**config.mk**
```make
export PLATFORM = sky130hd
export DESIGN_NAME = pipelined_rca_adder
export DESIGN_NICKNAME = d
export VERILOG_FILES = /design/src/rtl/rca_pkg.sv /design/src/rtl/rca_stage.sv /design/src/rtl/pipelined_rca_adder.sv
export SDC_FILE = /design/constraint.sdc
export NUM_CORES = 1
export LEC_CHECK = 0
export BUFFER_PORTS_ARGS = -buffer_cell sky130_fd_sc_hd__buf_2
export CORE_ASPECT_RATIO = 0.7
export CORE_UTILIZATION = 39
export DETAILED_ROUTE_END_ITERATION = 7
export GPL_TIMING_DRIVEN = 0
export PLACE_DENSITY = 0.63
export SLEW_MARGIN = 10
export SYNTH_ARGS = -nofsm -noshare
export SYNTH_HDL_FRONTEND = slang
export SYNTH_HIERARCHICAL = 1
export SYNTH_SLANG_ARGS = --single-unit
export TNS_END_PERCENT = 5
```
**constraint.sdc**
```tcl
create_clock -name clk -period 6.64 [get_ports clk]
set_clock_uncertainty 0.15 [all_clocks]
set_input_delay 0 -clock clk [delete_from_list [all_inputs] [get_ports clk]]
set_output_delay 0 -clock clk [all_outputs]
set_load 0.02 [all_outputs]
```
**src/rtl/rca_pkg.sv**
```systemverilog
// rtl/rca_pkg.sv - shared operation codes and parameter check for the pipelined ripple-carry adder
package rca_pkg;

    localparam logic ADD_OP = 1'b0;
    localparam logic SUB_OP = 1'b1;

    function automatic bit widths_ok(input int width, input int stages);
        return (stages >= 1) && (width >= 2) && ((width % stages) == 0);
    endfunction

endpackage

```
**src/rtl/rca_stage.sv**
```systemverilog
// rtl/rca_stage.sv - one SEG-bit ripple slice with its pipeline register and valid/ready bit
module rca_stage #(
    parameter int WIDTH = 16,
    parameter int SEG   = 4,
    parameter int IDX   = 0
) (
    input  logic             clk,
    input  logic             rst_n,
    input  logic             in_valid,
    output logic             in_ready,
    input  logic [WIDTH-1:0] a_in,
    input  logic [WIDTH-1:0] b_in,
    input  logic [WIDTH-1:0] s_in,
    input  logic             c_in,
    output logic             out_valid,
    input  logic             out_ready,
    output logic [WIDTH-1:0] a_q,
    output logic [WIDTH-1:0] b_q,
    output logic [WIDTH-1:0] s_q,
    output logic             c_q,
    output logic             ctop_q
);

    localparam int LSB = IDX * SEG;

    logic [WIDTH-1:0] s_next;
    logic             c_next;
    logic             ctop_next;
    logic             c;

    // ctop_next ends up holding the carry into this slice's top bit, which
    // the last stage turns into the signed-overflow flag.
    always_comb begin
        s_next    = s_in;
        c         = c_in;
        ctop_next = c_in;
        for (int i = 0; i < SEG; i++) begin
            ctop_next         = c;
            s_next[LSB + i]   = a_in[LSB + i] ^ b_in[LSB + i] ^ c;
            c                 = (a_in[LSB + i] & b_in[LSB + i]) | (c & (a_in[LSB + i] ^ b_in[LSB + i]));
        end
        c_next = c;
    end

    assign in_ready = !out_valid || out_ready;

    always_ff @(posedge clk or negedge rst_n) begin
        if (!rst_n) begin
            out_valid <= 1'b0;
            a_q       <= '0;
            b_q       <= '0;
            s_q       <= '0;
            c_q       <= 1'b0;
            ctop_q    <= 1'b0;
        end else if (in_ready) begin
            out_valid <= in_valid;
            if (in_valid) begin
                a_q    <= a_in;
                b_q    <= b_in;
                s_q    <= s_next;
                c_q    <= c_next;
                ctop_q <= ctop_next;
            end
        end
    end

endmodule

```
**src/rtl/pipelined_rca_adder.sv**
```systemverilog
// rtl/pipelined_rca_adder.sv - pipelined ripple-carry add/subtract unit with valid/ready streams
module pipelined_rca_adder
    import rca_pkg::*;
#(
    parameter int WIDTH  = 16,
    parameter int STAGES = 4
) (
    input  logic             clk,
    input  logic             rst_n,
    input  logic             in_valid,
    output logic             in_ready,
    input  logic [WIDTH-1:0] a,
    input  logic [WIDTH-1:0] b,
    input  logic             cin,
    input  logic             sub,
    output logic             out_valid,
    input  logic             out_ready,
    output logic [WIDTH-1:0] sum,
    output logic             cout,
    output logic             ovf
);

    localparam int SEG = WIDTH / STAGES;

    if (!widths_ok(WIDTH, STAGES)) begin : g_bad_params
        $error("pipelined_rca_adder: WIDTH must be >= 2 and divisible by STAGES");
    end

    logic [WIDTH-1:0] b_eff;
    logic             c0;

    assign b_eff = (sub == SUB_OP) ? ~b : b;
    assign c0    = (sub == SUB_OP) ? ~cin : cin;

    logic [STAGES-1:0][WIDTH-1:0] a_p;
    logic [STAGES-1:0][WIDTH-1:0] b_p;
    logic [STAGES-1:0][WIDTH-1:0] s_p;
    logic [STAGES-1:0]            c_p;
    logic [STAGES-1:0]            ctop_v;
    logic [STAGES-1:0]            v_q;
    logic [STAGES-1:0]            rdy_v;

    for (genvar k = 0; k < STAGES; k++) begin : g_stage
        logic             vin;
        logic [WIDTH-1:0] ain;
        logic [WIDTH-1:0] bin;
        logic [WIDTH-1:0] sin;
        logic             cink;
        logic             rnext;

        if (k == 0) begin : g_first
            assign vin  = in_valid;
            assign ain  = a;
            assign bin  = b_eff;
            assign sin  = '0;
            assign cink = c0;
        end else begin : g_next
            assign vin  = v_q[k-1];
            assign ain  = a_p[k-1];
            assign bin  = b_p[k-1];
            assign sin  = s_p[k-1];
            assign cink = c_p[k-1];
        end

        // Downstream ready is flattened over the valid registers so the
        // ready chain never forms a combinational path through one vector.
        if (k == STAGES - 1) begin : g_last_rdy
            assign rnext = out_ready;
        end else begin : g_mid_rdy
            assign rnext = out_ready || !(&v_q[STAGES-1:k+1]);
        end

        rca_stage #(
            .WIDTH (WIDTH),
            .SEG   (SEG),
            .IDX   (k)
        ) u_stage (
            .clk       (clk),
            .rst_n     (rst_n),
            .in_valid  (vin),
            .in_ready  (rdy_v[k]),
            .a_in      (ain),
            .b_in      (bin),
            .s_in      (sin),
            .c_in      (cink),
            .out_valid (v_q[k]),
            .out_ready (rnext),
            .a_q       (a_p[k]),
            .b_q       (b_p[k]),
            .s_q       (s_p[k]),
            .c_q       (c_p[k]),
            .ctop_q    (ctop_v[k])
        );
    end

    assign in_ready  = rdy_v[0];
    assign out_valid = v_q[STAGES-1];
    assign sum       = s_p[STAGES-1];
    assign cout      = c_p[STAGES-1];
    assign ovf       = ctop_v[STAGES-1] ^ c_p[STAGES-1];

    logic unused_ok;
    assign unused_ok = &{1'b0, a_p[STAGES-1], b_p[STAGES-1], ctop_v, rdy_v};

endmodule
```
==> reports/metrics.sh <==
RUN_STATUS='finished, final reports clean'
TIMING.CRITICAL_PATH.CELLS='fa_1, inv_1, fa_1, fa_1, inv_1, fa_1, mux2_4'
FINALSETUPVIOLCOUNT=0
CRITICAL_PATH_SOURCE_TYPE='flop'
NUM_ROWS=32
CTS_INSERTED_BUFFERS=9
MAXCLOCKFREQUENCY_MHz=408.4
GLOBALROUTETOTALUTIL=0.1450
CRIT_ARRIVAL_PS=2530
CTS_HOLD_BUFFERS=34
GLOBALROUTEMET3UTIL=0.03886
TOTAL_ROUTED_WIRELENGTH_MM=7.624
POWER_DENSITY_nW_PER_UM2=389.8
TIMING.CRITICAL_PATH.BUF_INV=2
WORSTREGTOREGCELLS=7
HPWLAFTERDP_MM=5.733
SETUP.WORST_PATH.END_CLASS='flop'
TIMING.CRITICAL_PATH.MODE_CELL='fa_1'
TIMING.SLEW.HEADROOM=0.7763
HOLD_VIOL_FINAL=0
VIAS_PER_CELL=4.261
TIGHTESTPINTRANSITION_PS=335.5
ANTENNA-DIODE-COUNT=0
GRTUSAGEMET1=0.1969
POWER.IR.VDD_WORST_mV=0.1593
CRITICAL_PATH.TOP_DELAY_FAMILY='adder cells'
CLK-INSERTION-DELAY-LATE_PS=340
CTS_ROOT_BUFFER='clkbuf_16'
SYN-MEAN-INSTANCE-AREA_UM2=15.60
PLACED_CELLS_INCL_TAPS=502
SYN2LAYOUT_AREA_GROWTH_PCT=25.71
CLOCK_TREE.HTREE_LEVEL_COUNT=3
CP.REQUIRED_PS=6720
CTSLONGESTPATHBUFFERS=2
GRT_SETUP_UNREPAIRED='no'
WARNING_COUNT_FROM_THE_YOSYS_RUN=6
GRT-OVFL-TOTAL=0
GLOBALROUTE.BUSIESTLAYER='met2'
DRC=0
CAP_VIOL_MAX_COUNT=0
IO_PINS=58
FILL_CELLS=1005
SYNTH_AREA_UM2=4556
CTS_POST_SETUP_BUFFERS_INSERTED=0
WORST-PATH-STAGES=7
WIRE_LENGTH_OF_THE_FIRST_GLOBAL_ROUTING_PASS_MM=13.07
GRTUSAGEMET2=0.2154
IO_BUFFER_COUNT=56
DETAIL_ROUTE.WL_PER_CELL_UM=13.84
FLOORPLAN.DIE_AREA_UM2=12120
SUM_NEG_SETUP_SLACK_PS=0
ANTENNA_FOUND_INITIAL=0
CORE_REGION_AREA_UM2=11210
HOLDPATHSTAGES=4
SLEW_VIOL_FINAL=0
POST_CTS_RESIZED=0
FINAL_PERIOD_MINUS_WORST_SETUP_SLACK_PS=2449
LEAKAGE_POWER_nW=2.752
SYNTH_CELLS=292
GRT_START_MAX_NET_PINS=68
VIAS=2348
FINAL-INSTANCE-COUNT-EXCL-FILL=551
DIE_X_UM=131.2
ANT_NETS=0
DETAIL_ROUTE.ITER0.VIOLATIONS=92
CRIT_PATH_MAX_FANOUT=2
MIN_PERIOD_OVER_PERIOD=0.3688
HOLDCRITPATHCLASS='in2reg'
FINISH.NET_COUNT=448
SLOWEST_CELL_ON_CRIT_PATH='fa_1'
PLACE.GP.CONGESTION=0.6843
CTS_SINKS=97
CTS_TREE='done'
FIRST_GLOBAL_VIAS=2518
CP_SLOWEST_STAGE_DELAY_PS=410
DIE-HEIGHT_UM=92.43
POST_ROUTE_CELLS_DRIVE_ABOVE_1_SHARE=0.4698
PATH_CLASS='reg2reg'
DRT_PRE_ANTENNA_ITERS=4
SYNTH_NETS=346
CLK_PIN_SLEW_WORST_PATHS_PS=60
INITIAL_UTILIZATION=0.4064
per-stage QoR:
step	instance area (um2)	hold WS (ps)	setup WS (ps)	util	power, mW
after floorplan	4556	-445.6	4342	-	1.460
after global placement	5027	81.09	4229	0.4484	1.661
after detailed placement	5057	-182.2	4180	0.4511	1.694
after CTS	5727	5.262	4166	0.5108	2.268
after global routing	5727	52.34	4104	0.5108	2.370
final	5727	17.66	4191	0.5108	2.232
layout make-up:
| cell class | instances | area [um2] | share of cell area |
|---|---|---|---|
| Sequential cell | 97 | 2427 | 0.4239 |
| Multi-Input combinational cell | 144 | 1808 | 0.3157 |
| Timing Repair Buffer | 91 | 660.6 | 0.1154 |
| Clock buffer | 10 | 239.0 | 0.04173 |
| Buffer | 21 | 207.7 | 0.03627 |
| Tap cell | 153 | 191.4 | 0.03343 |
| Inverter | 30 | 112.6 | 0.01966 |
| Clock inverter | 5 | 80.08 | 0.01398 |
state kept, by name (all words and copies together) (netlist names):
register	count
g_stage.u_stage/ctop_q	1
g_stage.u_stage/a_q	24
g_stage.u_stage/s_q	40
g_stage.u_stage/b_q	24
g_stage.u_stage/c_q	4
g_stage.u_stage/out_valid	4
per-layer routing:
metal  wire length (um)  vias to the layer above
met5                  0                        -
met4                152                        0
met3                319                       11
met2               3193                       50
met1               3960                     1134
li1                   -                     1153
report_power, final:
group	internal [mW]	total, mW	leakage (nW)	switching (mW)
Clock	0.337	0.548	0.151	0.211
Sequential	0.809	0.951	1.12	0.143
Combinational	0.429	0.733	1.48	0.304
layout by cell type, fill, tap and decap left out:
| cell | instances |
|---|---|
| clkinv_2 | 1 |
| inv_1 | 30 |
| clkinvlp_4 | 2 |
| mux2i_1 | 6 |
| xor2_1 | 18 |
| nand2b_4 | 4 |
| buf_12 | 2 |
| a31oi_1 | 2 |
| nand3b_1 | 1 |
| clkbuf_8 | 1 |
| nand4b_1 | 1 |
| buf_4 | 1 |
| nand2b_1 | 5 |
| dlygate4sd3_1 | 33 |
| nand2_4 | 4 |
| mux2_2 | 47 |
| fa_1 | 16 |
| dfrtp_1 | 97 |
| clkbuf_16 | 9 |
| mux2_4 | 38 |
| buf_2 | 61 |
| buf_6 | 14 |
| a21oi_1 | 2 |
| buf_16 | 1 |
| bufinv_16 | 2 |
final timing paths:
path | endpoint | slack, ps | start
worst min-delay path | g_stage[0].u_stage/s_q[1]$_DFFE_PN0P_ | 20 | a[1]
max in group asynchronous | g_stage[2].u_stage/s_q[5]$_DFFE_PN0P_ | 5980 | rst_n
min in group asynchronous | g_stage[1].u_stage/a_q[9]$_DFFE_PN0P_ | 30 | rst_n
worst min register to register | g_stage[1].u_stage/a_q[8]$_DFFE_PN0P_ | 350 | g_stage[0].u_stage/a_q[8]$_DFFE_PN0P_
worst max register to register | g_stage[3].u_stage/s_q[15]$_DFFE_PN0P_ | 4190 | g_stage[2].u_stage/b_q[12]$_DFFE_PN0P_
worst max-delay path | g_stage[3].u_stage/s_q[15]$_DFFE_PN0P_ | 4190 | g_stage[2].u_stage/b_q[12]$_DFFE_PN0P_
tightest hold or removal path: cells and delay by family:
family                     cells  cell delay (ps)
buffers and inverters          2              170
adders and majority gates      1              220
AOI/OAI and AO/OA              1               90
No activity file was read; power rests on OpenSTA's default activity.
